**config.mk**
```make
export PLATFORM = sky130hd
export DESIGN_NAME = bundle_pair_tx
export DESIGN_NICKNAME = d
export VERILOG_FILES = /design/src/rtl/bundle_pair_tx.sv
export SDC_FILE = /design/constraint.sdc
export NUM_CORES = 1
export LEC_CHECK = 0
export BUFFER_PORTS_ARGS = -buffer_cell sky130_fd_sc_hd__buf_4
export CORE_MARGIN = 5
export CORE_UTILIZATION = 40
export DETAILED_ROUTE_END_ITERATION = 7
export PLACE_DENSITY_LB_ADDON = 0.3
export SYNTH_ARGS = -nofsm -noshare
export SYNTH_HDL_FRONTEND = slang
export SYNTH_SLANG_ARGS = --single-unit
```
**constraint.sdc**
```tcl
create_clock -name clk -period 4.65 [get_ports clk]
set_clock_uncertainty 0.15 [all_clocks]
set_input_delay 0.465 -clock clk [delete_from_list [all_inputs] [get_ports clk]]
set_output_delay 0.465 -clock clk [all_outputs]
set_load 0.02 [all_outputs]
```
**src/rtl/bundle_pair_tx.sv**
```systemverilog
// bundle_pair_tx: packs a serial word stream into (bundle_out_0, bundle_out_1) pairs
// for a dual-bundle merge node. Odd-length packets get their last pair padded with
// PAD_VALUE. Completed pairs wait in a small circular FIFO behind a valid/ready handshake.
module bundle_pair_tx #(
    parameter int               WIDTH     = 32,
    parameter int               DEPTH     = 4,
    parameter logic [WIDTH-1:0] PAD_VALUE = '0
) (
    input  logic                     clk,
    input  logic                     rst_n,
    input  logic                     in_valid,
    output logic                     in_ready,
    input  logic [WIDTH-1:0]         in_data,
    input  logic                     in_last,
    output logic                     out_valid,
    input  logic                     out_ready,
    output logic [WIDTH-1:0]         bundle_out_0,
    output logic [WIDTH-1:0]         bundle_out_1,
    output logic                     out_padded,
    output logic [$clog2(DEPTH):0]   fifo_level,
    output logic [15:0]              pair_count
);

    localparam int PTR_W = $clog2(DEPTH);
    localparam int LVL_W = PTR_W + 1;
    localparam logic [LVL_W-1:0] FULL_LEVEL = LVL_W'(DEPTH);

    typedef enum logic {
        EVEN = 1'b0,
        ODD  = 1'b1
    } state_t;

    state_t state;
    state_t next_state;

    logic [WIDTH-1:0] hold_reg;
    logic [WIDTH-1:0] mem_0 [DEPTH];
    logic [WIDTH-1:0] mem_1 [DEPTH];
    logic             mem_pad [DEPTH];

    logic [PTR_W-1:0] wr_ptr;
    logic [PTR_W-1:0] rd_ptr;
    logic [LVL_W-1:0] level;
    logic [15:0]      count;

    logic             full;
    logic             accept;
    logic             push;
    logic             pop;
    logic             load_hold;
    logic [WIDTH-1:0] push_0;
    logic [WIDTH-1:0] push_1;
    logic             push_pad;

    // Space check looks only at stored level, so a pop never frees a slot for a
    // push in the same cycle and out_ready has no path to in_ready.
    assign full      = (level == FULL_LEVEL);
    assign in_ready  = rst_n & ~full;
    assign accept    = in_valid & in_ready;
    assign out_valid = (level != '0);
    assign pop       = out_valid & out_ready;

    // Pairing FSM state register.
    always_ff @(posedge clk or negedge rst_n) begin
        if (!rst_n) begin
            state <= EVEN;
        end else begin
            state <= next_state;
        end
    end

    // Decide per accepted word whether to hold it or complete (or pad) a pair.
    always_comb begin
        next_state = state;
        push       = 1'b0;
        load_hold  = 1'b0;
        push_0     = in_data;
        push_1     = PAD_VALUE;
        push_pad   = 1'b0;
        if (accept) begin
            case (state)
                EVEN: begin
                    if (in_last) begin
                        push     = 1'b1;
                        push_pad = 1'b1;
                    end else begin
                        load_hold  = 1'b1;
                        next_state = ODD;
                    end
                end
                ODD: begin
                    push       = 1'b1;
                    push_0     = hold_reg;
                    push_1     = in_data;
                    next_state = EVEN;
                end
                default: next_state = EVEN;
            endcase
        end
    end

    // Even-position word waits here until its partner arrives.
    always_ff @(posedge clk or negedge rst_n) begin
        if (!rst_n) begin
            hold_reg <= '0;
        end else if (load_hold) begin
            hold_reg <= in_data;
        end
    end

    // Pair storage; contents are don't-care while unoccupied, so no reset needed.
    always_ff @(posedge clk) begin
        if (push) begin
            mem_0[wr_ptr]   <= push_0;
            mem_1[wr_ptr]   <= push_1;
            mem_pad[wr_ptr] <= push_pad;
        end
    end

    // Pointers wrap naturally because DEPTH is a power of two.
    always_ff @(posedge clk or negedge rst_n) begin
        if (!rst_n) begin
            wr_ptr <= '0;
            rd_ptr <= '0;
            level  <= '0;
        end else begin
            if (push) begin
                wr_ptr <= wr_ptr + PTR_W'(1);
            end
            if (pop) begin
                rd_ptr <= rd_ptr + PTR_W'(1);
            end
            case ({push, pop})
                2'b10:   level <= level + LVL_W'(1);
                2'b01:   level <= level - LVL_W'(1);
                default: level <= level;
            endcase
        end
    end

    // Delivered-pair counter sticks at its maximum instead of wrapping.
    always_ff @(posedge clk or negedge rst_n) begin
        if (!rst_n) begin
            count <= '0;
        end else if (pop && (count != 16'hFFFF)) begin
            count <= count + 16'd1;
        end
    end

    assign bundle_out_0 = out_valid ? mem_0[rd_ptr]   : '0;
    assign bundle_out_1 = out_valid ? mem_1[rd_ptr]   : '0;
    assign out_padded   = out_valid ? mem_pad[rd_ptr] : 1'b0;
    assign fifo_level   = level;
    assign pair_count   = count;

endmodule

```
Word level (Yosys, flattened, before mapping)

Memories as Yosys holds them, arrays and structs flattened.
Index checks and enable logic that the tools add are counted.
Widths: inputs -> output; s select.

Add/sub/neg operators: 5
Equal/unequal tests: 4
Mux-type cells: 19
Bitwise logic cells: 5
Reduce and logical (&&, ||, !) cells: 3

Operators with widths:

| operator              | number |
|---|---|
| $mux 32               | 6 |
| $add 16x1->16 const B | 1 |
| $ne 16x16->1 const B  | 1 |
| $mux 1                | 10 |
| $pmux 3 s2            | 1 |
| $add 2x1->2 const B   | 2 |
| $pmux 1 s2            | 2 |
| $add 3x1->3 const B   | 1 |
| $and 1x1->1           | 3 |
| $eq 3x3->1 const B    | 1 |
| $reduce_bool 3->1     | 1 |
| $sub 3x1->3 const B   | 1 |
| $eq 2x1->1 const B    | 1 |
| $eq 2x2->1 const B    | 1 |
| $not 1->1             | 2 |
| $reduce_bool 2->1     | 1 |
| $logic_and 1x1->1     | 1 |

Register bits: 56
Bits in writable memories: 260
Word-level logic and storage cells: 45
Memories: 3

Memory list:

| memory  | depth | bits a word | read ports | clocked after Yosys merged registers in | write ports | line | RTL |
|---|---|---|---|---|---|---|---|
| mem_0   | 4     | 32          | 1          | 0                                       | 1           | 37   | `logic [WIDTH-1:0] mem_0 [DEPTH];` |
| mem_1   | 4     | 32          | 1          | 0                                       | 1           | 38   | `logic [WIDTH-1:0] mem_1 [DEPTH];` |
| mem_pad | 4     | 1           | 1          | 0                                       | 1           | 39   | `logic mem_pad [DEPTH];` |

Depth between registers and ports, before layout

Gate-level depths: netlist of run 1.

Depth after elaboration: 7
Gate-level depth with buffers: 10
Depth with buffers taken out: 10

Worst setup path before layout of run 1

No wires, ideal clock.

Path kind: reg2reg
From: reg level[2], in the netlist fifo_level[2]
To: mem mem_0[0][0] (enable)
Library setup time: 430 ps
Arrival time: 2666 ps
Required time: 4070 ps
Path slack: 1404 ps
Stages on the path, launching flop included: 5
Path buffers: 0
Cell sequence: dfrtp_1 -> inv_1 -> o311ai_0 -> nor2_1 -> and2_1

Word-level cells in the longest chain between the ends: 7

Ends and longest elaborated chain:

| item                         | line | RTL |
|---|---|---|
| start: declaration           | 43   | `logic [LVL_W-1:0] level;` |
| start signal: assignment     | 134  | `2'b10: level <= level + LVL_W'(1);` |
| start signal: assignment     | 135  | `2'b01: level <= level - LVL_W'(1);` |
| start signal: assignment     | 136  | `default: level <= level;` |
| $eq 3x3->1                   | 57   | `assign full = (level == FULL_LEVEL);` |
| $not 1->1                    | 58   | `assign in_ready = rst_n & ~full;` |
| $and 1x1->1                  | 58   |  |
| $and 1x1->1                  | 59   | `assign accept = in_valid & in_ready;` |
| $mux 1                       | 80   | `if (accept) begin` |
| $mux 1                       | 113  | `if (push) begin` |
| $mux 1 (not written as such) | 114  | `mem_0[wr_ptr] <= push_0;` |
| end: declaration             | 37   |  |

Every way passes these cells.

Final worst setup path of run 1

From: reg rd_ptr[0]
To: out bundle_out_0[5]

Word-level cells in the longest chain between the ends: 2

Ends and longest elaborated chain:

| item                     | line | RTL |
|---|---|---|
| start: declaration       | 42   | `logic [PTR_W-1:0] rd_ptr;` |
| start signal: assignment | 131  | `rd_ptr <= rd_ptr + PTR_W'(1);` |
| $mem_v2 4x32             | n/a  |  |
| $mux 32                  | 150  | `assign bundle_out_0 = out_valid ? mem_0[rd_ptr] : '0;` |
| end: declaration         | 17   | `output logic [WIDTH-1:0] bundle_out_0,` |

Every way passes these cells.

==> results of run 1 <==
==> cell families after synthesis <==
| family | share of synthesized area |
|---|---|
| buf+inv | 0.0167 |
| mux | 0.180 |
| flops | 0.710 |
| xor+xnor | 0.0115 |
| compound gates | 0.00763 |
| simple gates | 0.0664 |
| fa+ha+maj | 0.00734 |
==> report_power, final <==
part / switching, mW / total, mW / internal (mW)
registers: 0.333 / 3.85 / 3.52
logic: 1.60 / 3.20 / 1.60
clock network: 1.06 / 2.54 / 1.48
total: 2.99 / 9.58 / 6.59
==> worst max-delay path: cells and delay by family (launching register included) <==
family / cells / cell delay (ns)
buffers and inverters: 2 / 0.65
DFF: 1 / 0.60
muxes: 1 / 0.62
and+or+nand+nor: 1 / 0.19
==> routing by layer <==
| layer | vias up | wire length [um] | GRT usage |
|---|---|---|---|
| met4 | 0 | 590 | 0.0387 |
| met1 | 3188 | 10700 | 0.176 |
| li1 | 2917 | - | - |
| met2 | 118 | 13100 | 0.255 |
| met3 | 46 | 1020 | 0.0218 |
| met5 | - | 0 | 0 |
==> area by class of cell <==
class | instances | area (sq um) | share of cell area
multi-input combinational | 314 | 3570 | 0.228
tap | 442 | 553 | 0.0354
inverter | 8 | 30.0 | 0.00192
timing repair buffer | 152 | 1220 | 0.0779
clock buffer | 36 | 815 | 0.0521
antenna | 1 | 2.50 | 0.000160
sequential | 316 | 9220 | 0.589
clock inverter | 22 | 233 | 0.0149
==> metrics by stage <==
step / setup WS (ns) / cell area (sq um) / instances / total power, mW / utilization
after floorplan: 1.40 / 13000 / 672 / 5.93 / -
after global routing: 1.23 / 15600 / 1291 / 10.1 / 0.484
after detailed placement: 1.62 / 14300 / 1206 / 7.20 / 0.444
after CTS: 1.31 / 15600 / 1290 / 9.77 / 0.484
after global placement: 1.63 / 14300 / 1206 / 7.16 / 0.444
final: 1.40 / 15600 / 1291 / 9.58 / 0.484
==> how the worst min path moves through the flow <==
stage | depth (start not counted) | endpoint | startpoint | slack (ns)
after global placement | 1 | pair_count[7] | rst_n | 0.23
after CTS | 2 | hold_reg[13] | in_data[13] | 0.0003
after floorplan | 0 | fifo_level[0] | rst_n | 0.02
after detailed placement | 1 | pair_count[7] | rst_n | 0.23
after global routing | 2 | hold_reg[13] | in_data[13] | 0.004
final | 2 | hold_reg[8] | in_data[8] | 0.02
==> Yosys cell counts, drive strengths merged (8+ instances only) <==
cell type / count
dfrtp: 56
inv: 8
xor2: 12
mux2: 67
and2: 101
buf: 17
nor2: 9
nand2: 10
edfxtp: 260
mux4: 65
clkbuf: 17
==> results.py, run 1 <==
metrics = {
    "sta": {
        "worst_slew_pin_slew_ns": 1.04,
        "grt_setup_unrepaired": "no",
        "max_slew_margin": 0.306,
        "fmax_mhz": 308,
        "slew_viol_final": 0,
        "final-hold-violation-count": 0,
        "timing.hold.ws_ns": 0.0244,
        "post-route-period-util": 0.699,
        "fin_setup_tns_ns": 0,
        "fin_crit_ns": 3.25,
        "setup_viol": 0,
    },
    "floorplanning": {
        "initial_core_util": 0.401,
        "core_region_area_sq_um": 32300,
        "pin_count": 123,
        "die-area_sq_um": 36100,
        "placementRows": 66,
        "die_h_um": 190,
        "fp.dieW_um": 190,
    },
    "yosys": {
        "yosysTopAreaCell": "edfxtp_1",
        "synth_flop_cell": "edfxtp_1",
        "synthTopCellsByArea": "edfxtp_1, mux4_2, dfrtp_1",
        "yosysTopAreaCellShare": 0.602,
        "synth_area_sq_um": 13000,
        "synthArstFlopShare": 0.177,
        "synth_edf_count": 260,
        "yosysSeqAreaShare": 0.710,
        "syn-num-nets": 716,
        "ys_ff_latch": 316,
        "netlist_instances": 672,
        "synth.distinct_cells": 37,
        "avgSynthCellArea_sq_um": 19.3,
        "ys_warn_count": 0,
    },
    "run": {
        "drv_cap": 0,
    },
    "critical_path": {
        "cp_max_fo": 24,
        "crit_path_frequent_cell": "buf_4",
        "cp-startpoint": "rd_ptr[0]",
        "cp-start-kind": "register",
        "r2r_end": "mem_0[1][28]",
        "cp_cell_sequence": "buf_4, mux4_2, and2_1, buf_4",
        "crit_required_ns": 4.03,
        "reg2reg_from": "fifo_level[2]",
        "arrival_ns": 2.63,
        "crit_type": "register to output pin",
        "worstSetupEndpointType": "output pin",
        "rr_worst_depth": 4,
        "crit_path_end": "bundle_out_0[5]",
        "slowest_delay_ns": 0.62,
        "ff2ff_setup_slack_ns": 1.96,
        "slowest_stage": "mux4_2",
    },
    "hold_path": {
        "hold_class": "input pin to register",
    },
    "routing": {
        "drc": 0,
        "routed_wl_um": 25400,
        "drt_iter0_markers": 280,
        "routedWlPerCell_um": 19.6,
        "routed-via-count": 6269,
        "vias_per_cell": 4.86,
        "ant_nets": 0,
        "dr.pass1.iters": 4,
    },
    "power": {
        "powerDensity_nw_per_um2": 613,
        "p_leak_nw": 5.62,
        "ir_drop_mv": 0.374,
    },
    "global_route": {
        "antenna_found_initial": 1,
        "grt_use_total": 0.141,
        "grt_pass1_vias": 6874,
        "grt_pass1_wl_um": 39600,
        "overflow": 0,
        "grt_max_degree": 67,
    },
    "place": {
        "globalplace.congestion": 0.710,
        "portBuffers": 122,
        "post-dp-hpwl_um": 14400,
    },
    "clocking": {
        "cts_setup_buffers": 0,
        "clk_pin_slew_ns": 0.06,
        "worstSkewPairLatency_ns": 0.55,
        "ctsResizeCount": 0,
        "postCtsHoldBufs": 26,
        "cts-root-buf": "clkbuf_16",
        "ctsLongestPathBuffers": 3,
        "h-tree-depth": 1,
        "clock-sinks": 316,
        "cts_buffers": 31,
        "cts_tree": "yes",
    },
    "cells_and_area": {
        "final_layout_size_suffix_gt1_frac": 0.375,
        "synthToLayoutAreaGrowth_pct": 20.6,
        "layout_common_cells": "edfxtp_1, buf_4, and2_1",
        "layout_commonest_cell": "edfxtp_1",
        "nNetsFinal": 867,
        "fill_cells": 2725,
    },
    "outcome": {
        "status": "finished clean",
    },
}
Power figures use the tool's default switching activity.
==> inputs of run 2 (changes only) <==
- clock period: 4.65 -> 3 ns (I/O delays scaled with it)
==> run 2 against run 1 <==
  * Global-route usage rose by 0.32 points
  * Critical endpoint is now bundle_out_0[25]
  * Wire length rose by 0.88%
  * Critical path type unchanged
  * Count of clock-buffer cells in the layout rose by 7
  * Highest routed layer is now met5
  * Combinational power rose by 62%
==> results.py, run 2 (same netlist as run 1, synthesis figures left out) <==
metrics = {
    "critical_path": {
        "cp_max_fo": 29,
        "crit_type": "register to output pin",
        "rr_worst_depth": 9,
        "arrival_ns": 2.34,
        "cp_cell_sequence": "buf_4, mux4_2, and2_1, buf_4",
        "ff2ff_setup_slack_ns": 0.39,
        "slowest_delay_ns": 0.77,
        "r2r_end": "fifo_level[2]",
        "crit_required_ns": 2.55,
        "crit_buf_inv": 2,
        "cp-start-kind": "register",
        "crit_path_frequent_cell": "buf_4",
        "cpLargestDelayFamily": "flip-flops",
        "reg2reg_from": "fifo_level[0]",
        "worstSetupEndpointType": "output pin",
        "slowest_stage": "dfrtp_4",
    },
    "global_route": {
        "grt_use_total": 0.144,
        "antenna_found_initial": 1,
        "grt_pass1_wl_um": 40200,
        "overflow": 0,
        "grt_max_degree": 67,
        "grt_pass1_vias": 6982,
    },
    "outcome": {
        "status": "finished clean",
    },
    "power": {
        "ir_drop_mv": 0.476,
        "powerDensity_nw_per_um2": 935,
        "p_sw_frac": 0.309,
        "p_seq_frac": 0.390,
        "p_leak_nw": 5.80,
        "clkPwrFrac": 0.264,
        "total_power_mw": 15.0,
        "intPower_mw": 10.3,
        "pwr-share-comb": 0.347,
        "p_sw_mw": 4.62,
    },
    "sta": {
        "final-hold-violation-count": 0,
        "max_slew_margin": 0.465,
        "post-route-period-util": 0.932,
        "fin_crit_ns": 2.79,
        "slew_viol_final": 0,
        "fin_setup_tns_ns": 0,
        "fmax_mhz": 358,
        "worst_slew_pin_slew_ns": 0.803,
        "setup_viol": 0,
        "grt_setup_unrepaired": "no",
    },
    "routing": {
        "routedWlPerCell_um": 19.4,
        "vias_per_cell": 4.91,
        "routed-via-count": 6481,
        "drc": 0,
        "drt_iter0_markers": 440,
        "dr.pass1.iters": 4,
        "routed_wl_um": 25600,
        "ant_nets": 0,
    },
    "floorplanning": {
        "fp.dieW_um": 190,
        "placementRows": 66,
        "core_region_area_sq_um": 32300,
        "pin_count": 123,
        "initial_core_util": 0.401,
        "die_h_um": 190,
        "die-area_sq_um": 36100,
    },
    "cells_and_area": {
        "fin_util": 0.496,
        "final_cells": 1320,
        "final_layout_size_suffix_gt1_frac": 0.378,
        "layout_common_cells": "edfxtp_1, buf_4, and2_1",
        "n_antenna_cell": 0,
        "nNetsFinal": 896,
        "fin_area_sq_um": 16000,
        "layout_commonest_cell": "edfxtp_1",
        "synthToLayoutAreaGrowth_pct": 23.5,
    },
    "clocking": {
        "cts-root-buf": "clkbuf_16",
        "cts_buffers": 35,
        "postCtsHoldBufs": 35,
        "cts_tree": "yes",
        "clock-sinks": 316,
        "ctsLongestPathBuffers": 3,
        "ctsResizeCount": 0,
        "cts_setup_buffers": 0,
        "worstSkewPairLatency_ns": 0.50,
        "h-tree-depth": 2,
        "clk_pin_slew_ns": 0.05,
    },
    "place": {
        "portBuffers": 122,
        "globalplace.congestion": 0.713,
        "post_dp_cell_area_sq_um": 14600,
        "placed_cells": 1222,
        "post-dp-hpwl_um": 15200,
    },
    "hold_path": {
        "hold_class": "input pin to asynchronous set/reset pin",
    },
    "run": {
        "drv_cap": 0,
    },
}
## run 2: layer usage
layer,GRT usage,part of all wire
met1,0.189,0.43
met2,0.250,0.51
met3,0.0288,0.046
met4,0.0328,0.016
met5,0,0.00043
## run 2: final cells by class
cell class | count | area [sq um]
well taps | 442 | 553
flip-flops and latches | 316 | 9220
inverters | 8 | 30.0
multi-input cells | 314 | 3570
clock inverters | 20 | 133
fillers | 2730 | 16300
clock buffers | 43 | 937
repair buffers | 177 | 1570
## run 2: power by group through the flow
stage | Clock, mW | Combinational [mW] | Sequential, mW
5_1_grt | 4.25 | 5.61 | 5.91
4_1_cts | 4.06 | 5.36 | 5.84
6_report | 3.95 | 5.19 | 5.83
2_1_floorplan | 0 | 3.38 | 5.80
3_5_place_dp | 0 | 5.31 | 5.93
3_3_place_gp | 0 | 5.29 | 5.90
## run 2: through the flow
step | setup WS, ns | hold slack, ns
after floorplan | 0.453 | -0.146
after global placement | 0.383 | -0.0287
after detailed placement | 0.392 | -0.0251
after CTS | 0.127 | 0.0726
after global routing | 0.0326 | 0.0797
final | 0.205 | 0.0835
## run 2: how the worst max path moves through the flow
stage                        startpoint               end  cells after the start
after floorplan           fifo_level[2]       mem_0[0][0]                      4
after global placement    fifo_level[0]     fifo_level[2]                      9
after detailed placement  fifo_level[0]     fifo_level[2]                      9
after CTS                 fifo_level[0]   bundle_out_0[1]                      4
after global routing      fifo_level[2]     fifo_level[2]                     10
final                         rd_ptr[1]  bundle_out_0[25]                      4
